## src/rtl/waxwing_pkg.sv

```systemverilog
// Shared definitions for the waxwing switch/LED peripheral: register map and edge-mode encodings.
package waxwing_pkg;

    typedef enum logic [1:0] {
        GPIO_STATE = 2'd0,
        GPIO_EDGE  = 2'd1,
        GPIO_LED   = 2'd2,
        GPIO_MASK  = 2'd3
    } gpio_reg_e;

    localparam int EDGE_RISE = 0;
    localparam int EDGE_FALL = 1;
    localparam int EDGE_BOTH = 2;

    // Any mode outside the known encodings behaves as "both edges".
    function automatic logic edge_hit(input logic rise, input logic fall, input int mode);
        logic hit;
        case (mode)
            EDGE_RISE: hit = rise;
            EDGE_FALL: hit = fall;
            EDGE_BOTH: hit = rise | fall;
            default:   hit = rise | fall;
        endcase
        return hit;
    endfunction

endpackage

```

## src/rtl/waxwing_debounce.sv

```systemverilog
// One switch channel: two-flop synchroniser, hold-time qualifier and single-cycle rise/fall pulses.
module waxwing_debounce
    import waxwing_pkg::*;
#(
    parameter int DEBOUNCE_CYCLES = 4
) (
    input  logic clk,
    input  logic rst_n,
    input  logic raw,
    output logic stable,
    output logic rise,
    output logic fall
);

    localparam int CW = $clog2(DEBOUNCE_CYCLES) + 1;
    localparam logic [CW-1:0] CNT_LAST = CW'(DEBOUNCE_CYCLES - 1);

    logic [1:0]    sync_r;
    logic [CW-1:0] cnt_r;
    logic          stable_r;
    logic          qualify_s;

    // Synchroniser: bring the asynchronous switch into the clock domain.
    always_ff @(posedge clk or negedge rst_n) begin
        if (!rst_n) begin
            sync_r <= 2'b00;
        end else begin
            sync_r <= {sync_r[0], raw};
        end
    end

    // The new level is accepted on the same edge the pulses fire, so the
    // top can set its flag on the cycle the stable level changes.
    always_comb begin
        qualify_s = (sync_r[1] != stable_r) && (cnt_r == CNT_LAST);
    end

    // Hold-time counter: any return to the stable level restarts qualification.
    always_ff @(posedge clk or negedge rst_n) begin
        if (!rst_n) begin
            cnt_r    <= {CW{1'b0}};
            stable_r <= 1'b0;
        end else if (sync_r[1] == stable_r) begin
            cnt_r <= {CW{1'b0}};
        end else if (qualify_s) begin
            stable_r <= sync_r[1];
            cnt_r    <= {CW{1'b0}};
        end else begin
            cnt_r <= cnt_r + {{(CW-1){1'b0}}, 1'b1};
        end
    end

    assign stable = stable_r;
    assign rise   = qualify_s & sync_r[1];
    assign fall   = qualify_s & ~sync_r[1];

endmodule

```

## src/rtl/waxwing_gpio.sv

```systemverilog
// Switch/LED peripheral for the waxwing CPU: debounced switch state, sticky maskable edge flags,
// LED register and a registered 4-entry bus read port.
module waxwing_gpio
    import waxwing_pkg::*;
#(
    parameter int SW_WIDTH        = 7,
    parameter int LED_WIDTH       = 8,
    parameter int DATA_WIDTH      = 8,
    parameter int DEBOUNCE_CYCLES = 4,
    parameter int EDGE_MODE       = 2,
    parameter logic [LED_WIDTH-1:0] LED_RESET = '0
) (
    input  logic                  Clk,
    input  logic                  Rst_n,
    input  logic [SW_WIDTH-1:0]   Switch,
    output logic [LED_WIDTH-1:0]  LED,
    input  logic [1:0]            Addr,
    input  logic                  WrEn,
    input  logic                  RdEn,
    input  logic [DATA_WIDTH-1:0] WrData,
    output logic [DATA_WIDTH-1:0] RdData,
    output logic                  Irq
);

    logic [SW_WIDTH-1:0]   stable_s;
    logic [SW_WIDTH-1:0]   rise_s;
    logic [SW_WIDTH-1:0]   fall_s;
    logic [SW_WIDTH-1:0]   set_s;
    logic [SW_WIDTH-1:0]   clr_s;
    logic [SW_WIDTH-1:0]   edge_r;
    logic [SW_WIDTH-1:0]   mask_r;
    logic [LED_WIDTH-1:0]  led_r;
    logic [DATA_WIDTH-1:0] rd_mux_s;
    logic [DATA_WIDTH-1:0] rd_data_r;
    logic                  irq_r;
    logic                  unused_wr_s;

    for (genvar i = 0; i < SW_WIDTH; i++) begin : g_chan
        waxwing_debounce #(
            .DEBOUNCE_CYCLES(DEBOUNCE_CYCLES)
        ) u_debounce (
            .clk    (Clk),
            .rst_n  (Rst_n),
            .raw    (Switch[i]),
            .stable (stable_s[i]),
            .rise   (rise_s[i]),
            .fall   (fall_s[i])
        );
        assign set_s[i] = edge_hit(rise_s[i], fall_s[i], EDGE_MODE);
    end

    // Write-one-to-clear mask for the edge flags.
    always_comb begin
        clr_s = {SW_WIDTH{1'b0}};
        if (WrEn && (gpio_reg_e'(Addr) == GPIO_EDGE)) begin
            clr_s = WrData[SW_WIDTH-1:0];
        end else begin
            clr_s = {SW_WIDTH{1'b0}};
        end
    end

    // Register file; a new edge overrides a clear of the same bit.
    always_ff @(posedge Clk or negedge Rst_n) begin
        if (!Rst_n) begin
            edge_r <= {SW_WIDTH{1'b0}};
            mask_r <= {SW_WIDTH{1'b0}};
            led_r  <= LED_RESET;
            irq_r  <= 1'b0;
        end else begin
            edge_r <= (edge_r & ~clr_s) | set_s;
            irq_r  <= |(edge_r & mask_r);
            if (WrEn && (gpio_reg_e'(Addr) == GPIO_MASK)) begin
                mask_r <= WrData[SW_WIDTH-1:0];
            end
            if (WrEn && (gpio_reg_e'(Addr) == GPIO_LED)) begin
                led_r <= WrData[LED_WIDTH-1:0];
            end
        end
    end

    // Read mux: narrow fields are zero-extended to the bus width.
    always_comb begin
        rd_mux_s = {DATA_WIDTH{1'b0}};
        case (gpio_reg_e'(Addr))
            GPIO_STATE: rd_mux_s = DATA_WIDTH'(stable_s);
            GPIO_EDGE:  rd_mux_s = DATA_WIDTH'(edge_r);
            GPIO_LED:   rd_mux_s = DATA_WIDTH'(led_r);
            GPIO_MASK:  rd_mux_s = DATA_WIDTH'(mask_r);
            default:    rd_mux_s = {DATA_WIDTH{1'b0}};
        endcase
    end

    // Read data register samples pre-write contents and holds between reads.
    always_ff @(posedge Clk or negedge Rst_n) begin
        if (!Rst_n) begin
            rd_data_r <= {DATA_WIDTH{1'b0}};
        end else if (RdEn) begin
            rd_data_r <= rd_mux_s;
        end
    end

    assign unused_wr_s = ^WrData;
    assign LED         = led_r;
    assign RdData      = rd_data_r;
    assign Irq         = irq_r;

endmodule

```

## config.mk

```make
export PLATFORM = sky130hd
export DESIGN_NAME = waxwing_gpio
export DESIGN_NICKNAME = d
export VERILOG_FILES = /design/src/rtl/waxwing_pkg.sv /design/src/rtl/waxwing_debounce.sv /design/src/rtl/waxwing_gpio.sv
export SDC_FILE = /design/constraint.sdc
export NUM_CORES = 1
export LEC_CHECK = 0
export CAP_MARGIN = 30
export CELL_PAD_IN_SITES_DETAIL_PLACEMENT = 0
export CELL_PAD_IN_SITES_GLOBAL_PLACEMENT = 1
export CORE_UTILIZATION = 42
export CTS_BUF_LIST = sky130_fd_sc_hd__clkbuf_4
export CTS_CLUSTER_DIAMETER = 100
export CTS_CLUSTER_SIZE = 8
export DETAILED_ROUTE_END_ITERATION = 8
export PLACE_DENSITY = 0.89
export SYNTH_ARGS = -nofsm -noshare
export SYNTH_HDL_FRONTEND = slang
export SYNTH_SLANG_ARGS = --single-unit
```

## constraint.sdc

```tcl
create_clock -name Clk -period 1.4 [get_ports Clk]
set_clock_uncertainty 0.2 [all_clocks]
set_input_delay 0.28 -clock Clk [delete_from_list [all_inputs] [get_ports Clk]]
set_output_delay 0.28 -clock Clk [all_outputs]
set_load 0.01 [all_outputs]
```

======== Word level (Yosys, flattened, before mapping) ========
Cells that the tools add are included.
storage, ports and cells
  register bits after elaboration ......... 73
  bits in latches ......................... 0
  bits in writable memories ............... 0
  memory bits (read-only) ................. 0
  output and inout bits ................... 17
  word-level logic and storage cells ...... 131
  memories kept ........................... 0
operators by class
  $add $sub $neg .......................... 7
  multiply operators ...................... 0
  divide/modulo/power cells ............... 0
  order comparisons ....................... 0
  equal/unequal tests ..................... 24
  shifts and indexed selects .............. 0
  muxes and demuxes ....................... 16
  bitwise operators ....................... 39
  reduce and logical (&&, ||, !) cells .... 19
operators by type and width
  operator                                                         count
  3-bit two-way mux                                                14
  8-bit one-hot mux with 4 select lines                            1
  3-bit by 1-bit adder with 3-bit output, second input constant    7
  3-bit by 2-bit == test with 1-bit output, second input constant  7
  1-bit AND                                                        14
  7-bit AND                                                        2
  1-bit inverter                                                   14
  2-bit AND reduction                                              7
  1-bit logical AND                                                10
  1-bit == test                                                    7
  7-bit two-way mux                                                1
  1-bit != test                                                    7
  7-bit inverter                                                   1
  1-bit OR                                                         7
  7-bit OR                                                         1
  7-bit OR reduction                                               1
  2-bit == test, second input constant                             2
  2-bit by 1-bit == test with 1-bit output, second input constant  1
  2-bit logical NOT                                                1

======== Depth between registers and ports, before layout ========
  word-level depth ........................ 6
  depth in mapped cells ................... 4

======== By module ========
From an unflattened synthesis, not the netlist that was laid out.
unflattened totals
  cell total of the unflattened synthesis .. 210
  area total of the unflattened synthesis .. 3113.0 um2
by module, submodules not included
  module                                        instances  cells each  area each (um2)  seq. area each (um2)
  waxwing_gpio                                  1          105         1468.9           775.7
  waxwing_debounce at g_chan[1].u_debounce ...  6          15          235.2            150.1
  waxwing_debounce at g_chan[0].u_debounce      1          15          232.7            150.1

======== Worst setup path after synthesis ========
Ideal clock, no wire load.
  path type ............................... register to register
  start point ............................. register g_chan[4].u_debounce.cnt_r[0]
  end point ............................... register g_chan[4].u_debounce.stable_r
  data arrival time ....................... 1.037 ns
  required time ........................... 1.075 ns
  setup slack ............................. 0.038 ns
  stages on the path, launching flop included .. 4
  path buffers ............................ 0
  cells stage by stage .................... dfrtp_1 > ha_1 > nor2b_1 > mux2_2
on the way
  word-level cells in the longest chain between the ends .. 3
RTL lines
  item                                      RTL line                RTL
  from (decl)                               waxwing_debounce.sv:19  logic [CW-1:0] cnt_r;
  from (signal assigned)                    waxwing_debounce.sv:41  cnt_r <= {CW{1'b0}};
  from (signal assigned)                    waxwing_debounce.sv:44  cnt_r <= {CW{1'b0}};
  from (signal assigned)                    waxwing_debounce.sv:47  cnt_r <= {CW{1'b0}};
  3-bit by 2-bit == test with 1-bit output  waxwing_debounce.sv:35  qualify_s = (sync_r[1] != stable_r) && (cnt_r == CNT_LAST);
  1-bit logical AND                         waxwing_debounce.sv:35
  2-bit AND reduction (no source line)      --
  to (signal assigned)                      waxwing_debounce.sv:46  stable_r <= sync_r[1];
  to (decl)                                 waxwing_debounce.sv:20  logic stable_r;
No other way between the ends.
A chain may end at the register's enable or synchronous reset.

======== Worst setup path after layout ========
  start point ............................. register rd_data_r[2] (netlist: RdData[2])
  end point ............................... output RdData[2]
RTL lines
  item                    RTL line            RTL
  from (decl)             waxwing_gpio.sv:34  logic [DATA_WIDTH-1:0] rd_data_r;
  from (signal assigned)  waxwing_gpio.sv:96  rd_data_r <= {DATA_WIDTH{1'b0}};
  from (signal assigned)  waxwing_gpio.sv:98  rd_data_r <= rd_mux_s;
  to (decl)               waxwing_gpio.sv:21  output logic [DATA_WIDTH-1:0] RdData,
No word-level cell between the ends.

==> metrics.csv <==
stage,metric,value,unit
outcome,run status,"complete, but fails checks",
outcome,violated checks,negative setup slack,
placement,Detail Placement HPWL,4090,µm
timing,setup repair after global routing missed its margin,yes,
worst_setup_path,gate family responsible for the most delay along the worst path,flip-flops,
timing,Period minus WS final,1.46,ns
cts,clock-pin slew on the worst setup and hold paths,0.12,ns
cts,root buffer selected by CTS,sky130_fd_sc_hd__clkbuf_4,
cells_and_area,Final Instance Count excl. Fillers,388,
cts,Clock Tree Buf Depth,2,
cts,later-pin clock latency in the skew report,0.42,ns
power_and_ir_drop,reported net switching power,0.00185,W
placement,"Cell Area, Placed",3600,µm²
cts,number of CTS-inserted buffers,9,
synthesis,fraction of the mapped netlist area in compound gates,5.18,%
synthesis,main combinational cell family by area after synthesis,multiplexers,
worst_setup_path,data required time of the critical path,0.92,ns
cells_and_area,nets@finish,315,
power_and_ir_drop,power density over the cells,1620,nW/µm²
synthesis,cell with the most instances after synthesis,sky130_fd_sc_hd__dfrtp_1,
floorplan,Rows,30,
cells_and_area,utilization after layout,56.9,%
power_and_ir_drop,register share of total power,48.1,%
synthesis,async set or reset register ratio after synthesis,100,%
cells_and_area,post-route cell area,3860,µm²
floorplan,die width,85.7,µm
placement,"number of placed instances, taps included",356,
worst_setup_path,first element of the critical path,RdData[2],
timing,worst setup slack after layout,-0.0551,ns
global_route,largest net degree at the start of global routing,74,
timing,Slew HR,69.2,%
worst_setup_path,crit-path max cell delay,0.41,ns
cells_and_area,ANT cells,0,
cells_and_area,area grow syn2layout,31.1,%
placement,weighted congestion at the end of routability-driven global placement,0.726,
timing,actual transition at the worst max-transition pin,0.459,ns
worst_setup_path,worst path buffer plus inverter count,1,
cts,count of H-tree levels built during CTS,3,
drt,number of remaining DRC errors,0,
global_route,initial antenna violation count,0,
worst_setup_path,register-to-register path setup slack,0.03,ns
worst_setup_path,Startpoint Class,flip-flop,
worst_setup_path,CP Max Fanout,2,
worst_setup_path,worst reg2reg startpoint,g_chan[5].u_debounce.cnt_r[0],
synthesis,most used flip-flop cell after synthesis,sky130_fd_sc_hd__dfrtp_1,
drt,number of iterations in the first detailed-routing pass,4,
power_and_ir_drop,maximum vdd drop,0.833,mV
cts,CTS tree,yes,
worst_setup_path,number of stages on the worst setup path,1,
flow_run,MaxCap Viol Count,0,
worst_setup_path,length in cells of the worst reg-to-reg path,3,
worst_setup_path,Critical-path top delay cell,sky130_fd_sc_hd__dfrtp_1,
power_and_ir_drop,leakage power,1.76,nW
floorplan,number of primary I/O pins,38,
power_and_ir_drop,proportion of total power due to net switching,29.5,%
cells_and_area,Sequential cell area,1830,µm²
worst_hold_path,Hold Startpoint,Switch[3],
synthesis,sequential cell area fraction in the yosys report,62.0,%
worst_hold_path,hold path cells,1,
global_route,total gr overflow,0,
timing,final count of hold timing violations,0,
synthesis,count of yosys warnings during synthesis,0,
power_and_ir_drop,fraction of power consumed by the clock network,23.3,%
timing,max-slew violations,0,
synthesis,netlist area before placement,2950,µm²
synthesis,synthesized instance count,203,
synthesis,area share of the leading cell type in the synthesized netlist,62.0,%
synthesis,cell accounting for the most synthesized area,sky130_fd_sc_hd__dfrtp_1,
timing,# setup viols final,16,
worst_setup_path,cells traversed along the worst timing path,buf_2,
timing,total negative setup slack,-0.540,ns
drt,1st-iter DRT viols,100,
drt,antenna-violating nets left,0,
synthesis,average footprint of a synthesized cell,14.5,µm²
cells_and_area,combined area of the multi-input logic cells,1140,µm²
power_and_ir_drop,Power Internal,0.00443,W
synthesis,adder-cell share of the synthesized area,2.97,%
timing,final worst hold slack,0.0850,ns
timing,achievable clock frequency,0.687,GHz
synthesis,Post-synth EDFFs,0,
worst_hold_path,type of the most critical hold path,input port to flip-flop,
global_route,global routing usage summed across all routing layers,17.9,%
floorplan,area of the die,7350,µm²
cts,number of clock sinks seen by CTS,73,
worst_setup_path,"Worst Path Class, Setup",flip-flop to output pin,
synthesis,number of register bits inferred by synthesis,73,
floorplan,Starting Density,43.4,%
timing,fraction of the cycle the final worst path needs,104,%
worst_setup_path,Critical Path AT,0.98,ns
drt,overall routed net length,5890,µm
global_route,wire length of the first global-routing pass,9770,µm
drt,average routed wire per standard cell,15.2,µm
synthesis,multiplexer area fraction after synthesis,13.2,%
floorplan,die height,85.7,µm
synthesis,list of most frequent post-synthesis cells,"sky130_fd_sc_hd__dfrtp_1, sky130_fd_sc_hd__mux2_2, sky130_fd_sc_hd__mux2i_1, sky130_fd_sc_hd__nand2b_1, sky130_fd_sc_hd__nor3b_1",
placement,number of buffers added on ports,37,
global_route,number of global-route vias before repair,1995,
drt,total number of vias,1911,
floorplan,core footprint,6790,µm²
cells_and_area,share of cells above drive strength 1,38.4,%
cells_and_area,Fill cells,581,
synthesis,simple-gate portion of the synthesized area,13.1,%
power_and_ir_drop,fraction of power consumed by combinational cells,28.6,%
worst_setup_path,crit end category,output pin,
synthesis,total nets after synthesis,231,
synthesis,post-synthesis xor/xnor area fraction,2.08,%
drt,Vias/cell,4.93,
synthesis,number of library cell types mapped by synthesis,26,
synthesis,top post-synthesis cells by area,"sky130_fd_sc_hd__dfrtp_1, sky130_fd_sc_hd__mux2_2, sky130_fd_sc_hd__mux2i_1",
per-layer routing:
layer | track usage, % | wire, µm
met5 | 0 | 0
met1 | 22.8 | 2680
met2 | 28.7 | 2850
met4 | 5.45 | 80
met3 | 6.54 | 283
placed cells by master, fill, tap and decap left out, types with 2 or more instances in the layout:
cell	instances
sky130_fd_sc_hd__mux2_2	21
sky130_fd_sc_hd__ha_1	4
sky130_fd_sc_hd__xnor2_1	7
sky130_fd_sc_hd__nor2b_4	4
sky130_fd_sc_hd__dfrtp_1	73
sky130_fd_sc_hd__clkbuf_4	10
sky130_fd_sc_hd__nand4b_1	8
sky130_fd_sc_hd__nor2b_1	5
sky130_fd_sc_hd__o2bb2ai_1	7
sky130_fd_sc_hd__nor3b_2	2
sky130_fd_sc_hd__nor3b_1	9
sky130_fd_sc_hd__nand2b_1	13
sky130_fd_sc_hd__nor3_1	6
sky130_fd_sc_hd__clkinv_2	3
sky130_fd_sc_hd__clkdlybuf4s50_1	18
sky130_fd_sc_hd__ha_2	3
sky130_fd_sc_hd__buf_4	39
sky130_fd_sc_hd__mux2i_1	14
sky130_fd_sc_hd__o221ai_1	7
sky130_fd_sc_hd__buf_2	18
sky130_fd_sc_hd__bufinv_16	2
sky130_fd_sc_hd__a22oi_1	2
logic make-up after synthesis:
group	Yosys count
buffers and inverters	7
xor gates and xnor gates	7
muxes	36
AOI/OAI and AO/OA	18
DFF	73
and+or+nand+nor	55
adders and majority gates	7
power by group through the flow:
stage                     clock network [W]  registers, W  logic, W
after floorplan                           0       0.00302  0.000937
after global placement                    0       0.00305   0.00160
after detailed placement                  0       0.00307   0.00168
after CTS                           0.00149       0.00302   0.00167
after global routing                0.00159       0.00308   0.00199
final                               0.00146       0.00302   0.00179
state kept, by name, indices dropped and copies added (netlist names):
register / cells
g_chan.u_debounce.stable: 7
Irq: 1
g_chan.u_debounce.cnt_r: 21
g_chan.u_debounce.sync_r: 14
RdData: 8
mask_r: 7
LED: 8
edge_r: 7
path summary, 6_finish.rpt:
check | to
worst max-delay path | RdData[2]
worst min-delay path | g_chan[3].u_debounce.sync_r[0]
worst max register to register | g_chan[5].u_debounce.stable
worst min register to register | g_chan[4].u_debounce.sync_r[1]
max in group asynchronous | g_chan[0].u_debounce.sync_r[1]
min in group asynchronous | g_chan[3].u_debounce.sync_r[0]
layout make-up:
cell class,instances,area share [%]
clock buffers,10,1.94
clock inverters,6,2.14
inverters,1,0.0972
multi-input cells,123,29.5
flip-flops and latches,73,47.3
well taps,96,3.11
repair buffers,79,15.9
metrics by stage:
step	setup WS, ns	total power [W]
floorplan	0.0380	0.00395
global placement	-0.399	0.00465
detailed placement	-0.455	0.00475
CTS	-0.0777	0.00618
global route	-0.107	0.00665
finish	-0.0551	0.00627
timing repair:
action	CTS	global route
endpoints found under the setup margin	23	29
gates resized for setup	74	13
buffers inserted	8	7
hold endpoints to repair	73	0
pin swaps	0	3
hold buffers	1	0
Note: power is estimated with default switching activity, not from simulation.
